<file path="config.mk">
export PLATFORM = sky130hd
export DESIGN_NAME = sample_serial_tx
export DESIGN_NICKNAME = d
export VERILOG_FILES = /design/src/rtl/audio_pkg.sv /design/src/rtl/sample_fifo.sv /design/src/rtl/sample_serial_tx.sv
export SDC_FILE = /design/constraint.sdc
export NUM_CORES = 1
export LEC_CHECK = 0
export CAP_MARGIN = 40
export CORE_MARGIN = 3
export CORE_UTILIZATION = 32
export CTS_BUF_LIST = sky130_fd_sc_hd__clkbuf_8 sky130_fd_sc_hd__clkbuf_16
export CTS_CLUSTER_SIZE = 14
export DETAILED_ROUTE_END_ITERATION = 10
export SLEW_MARGIN = 20
export SYNTH_ARGS = -nofsm -noshare
export SYNTH_HDL_FRONTEND = slang
export SYNTH_SLANG_ARGS = --single-unit
export TNS_END_PERCENT = 1
</file>
<file path="constraint.sdc">
create_clock -name clk_in -period 7.88 [get_ports clk_in]
set_input_delay 1.576 -clock clk_in [delete_from_list [all_inputs] [get_ports clk_in]]
set_output_delay 1.576 -clock clk_in [all_outputs]
set_load 0.03 [all_outputs]
</file>
<file path="src/rtl/audio_pkg.sv">
// Shared audio-path types and constants: sample type, serial frame geometry,
// transmit state encoding and a 17-to-16 bit saturation helper.
package audio_pkg;

  typedef logic signed [15:0] sample_t;

  localparam int WORD_BITS  = 16;
  localparam int FRAME_BITS = 32;

  typedef enum logic [1:0] {
    IDLE,
    LOAD,
    SHIFT
  } tx_state_t;

  // Clamp a 17-bit two's-complement value into the 16-bit sample range.
  function automatic sample_t sat16(input logic signed [16:0] v);
    if (v[16] != v[15]) begin
      return v[16] ? 16'sh8000 : 16'sh7FFF;
    end
    return sample_t'(v[15:0]);
  endfunction

endpackage

</file>
<file path="src/rtl/sample_fifo.sv">
// Small synchronous FIFO with occupancy, full and empty; the head word is read
// straight out of flop storage so it is valid in the same cycle it is popped.
module sample_fifo #(
  parameter int WIDTH = 16,
  parameter int DEPTH = 4
) (
  input  logic                     clk,
  input  logic                     rst_n,
  input  logic                     push,
  input  logic [WIDTH-1:0]         wr_data,
  input  logic                     pop,
  output logic [WIDTH-1:0]         rd_data,
  output logic [$clog2(DEPTH):0]   level,
  output logic                     full,
  output logic                     empty
);

  localparam int AW = $clog2(DEPTH);

  logic [WIDTH-1:0] mem [DEPTH];
  logic [AW:0]      wr_ptr;
  logic [AW:0]      rd_ptr;
  logic             do_push;
  logic             do_pop;

  // Pointers carry one extra wrap bit so full and empty differ.
  assign level   = wr_ptr - rd_ptr;
  assign full    = (level == (AW+1)'(DEPTH));
  assign empty   = (level == '0);
  assign do_pop  = pop && !empty;
  assign do_push = push && (!full || do_pop);
  assign rd_data = mem[rd_ptr[AW-1:0]];

  // NOTE: clocked state uses non-blocking (<=) so every flop samples pre-edge values.
  always_ff @(posedge clk) begin
    if (!rst_n) begin
      wr_ptr <= '0;
      rd_ptr <= '0;
    end else begin
      if (do_push) wr_ptr <= wr_ptr + (AW+1)'(1);
      if (do_pop)  rd_ptr <= rd_ptr + (AW+1)'(1);
    end
  end

  // NOTE: storage is deliberately not reset; the pointers alone define validity.
  always_ff @(posedge clk) begin
    if (do_push) mem[wr_ptr[AW-1:0]] <= wr_data;
  end

endmodule

</file>
<file path="src/rtl/sample_serial_tx.sv">
// Left-justified stereo serialiser to an audio DAC, fed from a small sample FIFO.
// Optional macro SAMPLE_SERIAL_TX_BIAS_REMOVE_EN subtracts BIAS (saturating) on write.
module sample_serial_tx
  import audio_pkg::*;
#(
  parameter int CLK_DIV    = 32,
  parameter int FIFO_DEPTH = 4
`ifdef SAMPLE_SERIAL_TX_BIAS_REMOVE_EN
  ,
  parameter int BIAS       = 1680
`endif
) (
  input  logic                          clk_in,
  input  logic                          rst_in,
  input  logic                          ready_in,
  input  sample_t                       sample_in,
  input  logic                          clear_flags_in,
  output logic                          sclk_out,
  output logic                          ws_out,
  output logic                          sd_out,
  output logic [$clog2(FIFO_DEPTH):0]   fifo_level_out,
  output logic                          overflow_out,
  output logic                          underflow_out
);

  localparam int                DIV_W    = (CLK_DIV > 1) ? $clog2(CLK_DIV) : 1;
  localparam int                BIT_W    = $clog2(FRAME_BITS);
  localparam logic [DIV_W-1:0]  DIV_LAST = DIV_W'(CLK_DIV - 1);
  localparam logic [BIT_W-1:0]  BIT_LAST = BIT_W'(FRAME_BITS - 1);
  localparam logic [BIT_W-1:0]  BIT_HALF = BIT_W'(WORD_BITS - 1);

  tx_state_t         state_q, state_d;
  logic [DIV_W-1:0]  div_q;
  logic [BIT_W-1:0]  bit_q;
  sample_t           shift_q, hold_q;
  logic              sclk_q, ws_q, ovf_q, udf_q;

  sample_t           wr_data, rd_data;
  logic              fifo_full, fifo_empty, pop;
  logic              half_tc, sclk_fall, frame_end;
  logic              overflow_evt, underflow_evt;

`ifdef SAMPLE_SERIAL_TX_BIAS_REMOVE_EN
  logic signed [16:0] debiased;
  assign debiased = {sample_in[15], sample_in} - 17'(BIAS);
  assign wr_data  = sat16(debiased);
`else
  assign wr_data  = sample_in;
`endif

  sample_fifo #(
    .WIDTH (WORD_BITS),
    .DEPTH (FIFO_DEPTH)
  ) u_fifo (
    .clk     (clk_in),
    .rst_n   (rst_in),
    .push    (ready_in),
    .wr_data (wr_data),
    .pop     (pop),
    .rd_data (rd_data),
    .level   (fifo_level_out),
    .full    (fifo_full),
    .empty   (fifo_empty)
  );

  assign half_tc      = (div_q == DIV_LAST);
  assign sclk_fall    = (state_q == SHIFT) && half_tc && sclk_q;
  assign frame_end    = sclk_fall && (bit_q == BIT_LAST);
  assign overflow_evt = ready_in && fifo_full && !pop;

  always_ff @(posedge clk_in) begin
    if (!rst_in) state_q <= IDLE;
    else         state_q <= state_d;
  end

  // NOTE: every always_comb output gets a default first, so no path can infer a latch.
  always_comb begin
    state_d       = state_q;
    pop           = 1'b0;
    underflow_evt = 1'b0;
    unique case (state_q)
      IDLE:  if (!fifo_empty) state_d = LOAD;
      LOAD: begin
        pop     = 1'b1;
        state_d = SHIFT;
      end
      SHIFT: begin
        if (frame_end) begin
          if (!fifo_empty) pop = 1'b1;
          else             underflow_evt = 1'b1;
        end
      end
      default: state_d = IDLE;
    endcase
  end

  always_ff @(posedge clk_in) begin
    if (!rst_in) begin
      div_q   <= '0;
      bit_q   <= '0;
      sclk_q  <= 1'b0;
      ws_q    <= 1'b0;
      shift_q <= '0;
      hold_q  <= '0;
    end else begin
      case (state_q)
        LOAD: begin
          shift_q <= rd_data;
          hold_q  <= rd_data;
          ws_q    <= 1'b0;
          sclk_q  <= 1'b0;
          div_q   <= '0;
          bit_q   <= '0;
        end
        SHIFT: begin
          if (!half_tc) begin
            div_q <= div_q + DIV_W'(1);
          end else begin
            div_q  <= '0;
            sclk_q <= ~sclk_q;
            // Data and word select move only on the falling sclk edge.
            if (sclk_q) begin
              if (bit_q == BIT_LAST) begin
                bit_q <= '0;
                ws_q  <= 1'b0;
                if (!fifo_empty) begin
                  shift_q <= rd_data;
                  hold_q  <= rd_data;
                end else begin
                  shift_q <= hold_q;
                end
              end else if (bit_q == BIT_HALF) begin
                bit_q   <= bit_q + BIT_W'(1);
                ws_q    <= 1'b1;
                shift_q <= hold_q;
              end else begin
                bit_q   <= bit_q + BIT_W'(1);
                shift_q <= {shift_q[14:0], 1'b0};
              end
            end
          end
        end
        default: ;
      endcase
    end
  end

  // A flag event in the same cycle as a clear keeps the flag set.
  always_ff @(posedge clk_in) begin
    if (!rst_in) begin
      ovf_q <= 1'b0;
      udf_q <= 1'b0;
    end else begin
      ovf_q <= overflow_evt  | (ovf_q & ~clear_flags_in);
      udf_q <= underflow_evt | (udf_q & ~clear_flags_in);
    end
  end

  assign sclk_out      = sclk_q;
  assign ws_out        = ws_q;
  assign sd_out        = shift_q[15];
  assign overflow_out  = ovf_q;
  assign underflow_out = udf_q;

endmodule

</file>
==> results.ini <==
[outcome]
status=finished, final reports clean

[yosys]
synth_commonest_cells=64 x edfxtp_1, 56 x dfxtp_1, 51 x mux2i_1
avgSynthCellArea_sq_um=12.0
synth_edf_count=64
synth-seq-cells=120
async_reset_ff_frac=0
yosys.area.top_type=edfxtp_1
synth_xor_area_frac=0.00850
synthSimpleGateAreaFrac=0.112
syn_nets=526
synth_area_leaders=edfxtp_1 33%, dfxtp_1 19%, mux2i_1 8.7%
ys_types=45
yosysMostFrequentCell=edfxtp_1
synth-compound-area-share=0.142
synth_adder_area_share=0.0353
synth_ff_type=edfxtp_1
muxShareOfSynthArea=0.148
synth_top_area_frac=0.327
synth_top_family_by_area=multiplexers
synthCells=490
yosysSeqAreaShare=0.517
synth.cell_area_sq_mm=0.00589
ys_warn_count=0

[placement]
finalWeightedCongestion=0.762
post-place-ws_ns=3.66
port_buffers=27
dpl.hpwl_microns=8410

[drt]
drtPass1Iterations=4
detail_route.wl_per_cell_microns=17.9
wl_microns=13300
vias=4060
first_iter_violations=245
via_per_inst=5.44
drc=0
ant_nets=0

[clocking]
cts_made_buffers=17
cts_setup_buffers=0
cts.clk_slew.worst_paths_ns=0.05
insertion_delay_ns=0.42
htreeDepth=4
cts_buffer_depth=2
cts.sinks=120
cts_tree=done
holdBufCountCts=0
cts_root_buf=clkbuf_16
ctsResizeCount=0

[timing]
max_freq_ghz=0.215
worst_pin_slew_ns=0.926
drv_slew=0
hold_violations=0
fin_ws_ns=3.24
tns_ns=0
max_slew_margin=0.383
clock_skew_ns=0.0103
fin_crit_ns=4.64
fin_crit_sh=0.589
whs_ns=0.474
setup_violations=0
rsz0062_at_grt=false

[layout]
diodes=0
final_core_util=0.395
drive_above_1_share=0.121
area_growth_pct=18.5
nets=545

[critical_path]
startpoint_type=flop
rr_endpoint=u_fifo.mem[0][9]$_DFFE_PP_
reg2reg_depth=8
arrival_ns=3.07
r2r_setup_slack_ns=4.61
endpoint_kind=primary output
r2r_start=u_fifo.wr_ptr[0]$_SDFFE_PN0P_
required_ns=6.30
crit_fanout=21
crit_type=reg2out

[die]
dieArea_sq_mm=0.0201
die-height_microns=142
core_sq_mm=0.0177
die_w_microns=142
io_pins=28
row_count=48
initial_utilization=0.333

[power_and_ir_drop]
power_density_mw_per_mm2=302
leakage_nw=2.29
ir_worst_vdd_mv=0.172

[hold_path]
hold_class=reg2reg
hp-start=u_fifo.wr_ptr[2]$_SDFFE_PN0P_
hold_path_end=u_fifo.wr_ptr[2]$_SDFFE_PN0P_
min_path_cells=2

[grt]
grt_usage=0.140
grt_max_degree=61
grt.overflow.total=0
antenna_found_initial=0
grt_pass1_wl_microns=21800
grt_pass1_vias=4117

[run]
cap_violations=0

[stage by stage]
| stage | power, W | instance area, sq um | instances |
|---|---|---|---|
| 3_3_place_gp | 0.00130 | 6300 | 710 |
| 6_report | 0.00211 | 6980 | 747 |
| 2_1_floorplan | 0.00117 | 5890 | 490 |
| 5_1_grt | 0.00221 | 6980 | 747 |
| 4_1_cts | 0.00212 | 6950 | 745 |
| 3_5_place_dp | 0.00131 | 6340 | 713 |
[cell usage in the layout (no fill, tap or decap), drive strengths merged, types with 16 or more instances in the layout]
master         instances
clkdlybuf4s50         27
edfxtp                64
nor2                  22
mux4                  16
mux2i                 51
o21ai                 37
dfxtp                 56
a31oi                 18
nor2b                 26
nand2                 16
clkbuf                17
[flip-flops by register name, summed over array words and instances, names as in the netlist, named ones only]
name	count
hold_q	16
u_fifo.wr_ptr	3
u_fifo.mem	64
state_q	2
sclk_out	1
overflow_out	1
bit_q	5
ws_out	1
u_fifo.rd_ptr	3
underflow_out	1
shift_q	16
div_q	5
[critical path: stages (launching register included)]
cell and delay, ns:
dfxtp_1 0.38, inv_1 0.11, ha_1 0.21, fa_1 0.37, xnor3_2 0.43, inv_2 0.38, clkdlybuf4s50_1 0.76
[kinds of logic after synthesis]
group                    Yosys count
AO/OA/AOI/OAI                    120
flip-flops                       120
AND/OR/NAND/NOR                  116
multiplexers                      67
buffers and inverters             47
adder cells (fa/ha/maj)           16
XOR/XNOR                           4
[how the worst max path moves through the flow]
stage	from	endpoint	slack (ns)	cells past startpoint
global placement	u_fifo.wr_ptr[0]$_SDFFE_PN0P_	fifo_level_out[2]	3.67	6
CTS	u_fifo.wr_ptr[0]$_SDFFE_PN0P_	fifo_level_out[2]	3.20	6
floorplan	u_fifo.wr_ptr[0]$_SDFFE_PN0P_	fifo_level_out[2]	4.60	6
finish	u_fifo.wr_ptr[0]$_SDFFE_PN0P_	fifo_level_out[2]	3.24	6
global route	u_fifo.wr_ptr[0]$_SDFFE_PN0P_	fifo_level_out[2]	3.07	6
detailed placement	u_fifo.wr_ptr[0]$_SDFFE_PN0P_	fifo_level_out[2]	3.66	6
[layer usage]
layer,part of all wire,vias up,wire length [microns],track usage
met1,0.46,2016,6150,0.182
li1,-,1933,-,-
met3,0.036,22,482,0.0327
met4,0.027,0,355,0.0687
met5,0,-,0,0
met2,0.48,89,6350,0.218
[report_power, final]
part | internal [W] | total [W] | switching (W)
clock | 0.000523 | 0.000795 | 0.000272
combinational | 0.000190 | 0.000508 | 0.000318
sequential | 0.000753 | 0.000803 | 0.0000502
total | 0.00147 | 0.00211 | 0.000640
[area by class of cell]
class                           instances  area (sq um)
Fill cell                            1673         10700
Sequential cell                       120          3040
Multi-Input combinational cell        323          2630
Clock buffer                           17           425
Timing Repair Buffer                   38           379
Tap cell                              225           282
Clock inverter                         15           186
Inverter                                9          33.8
(Power assumes the default switching activity.)
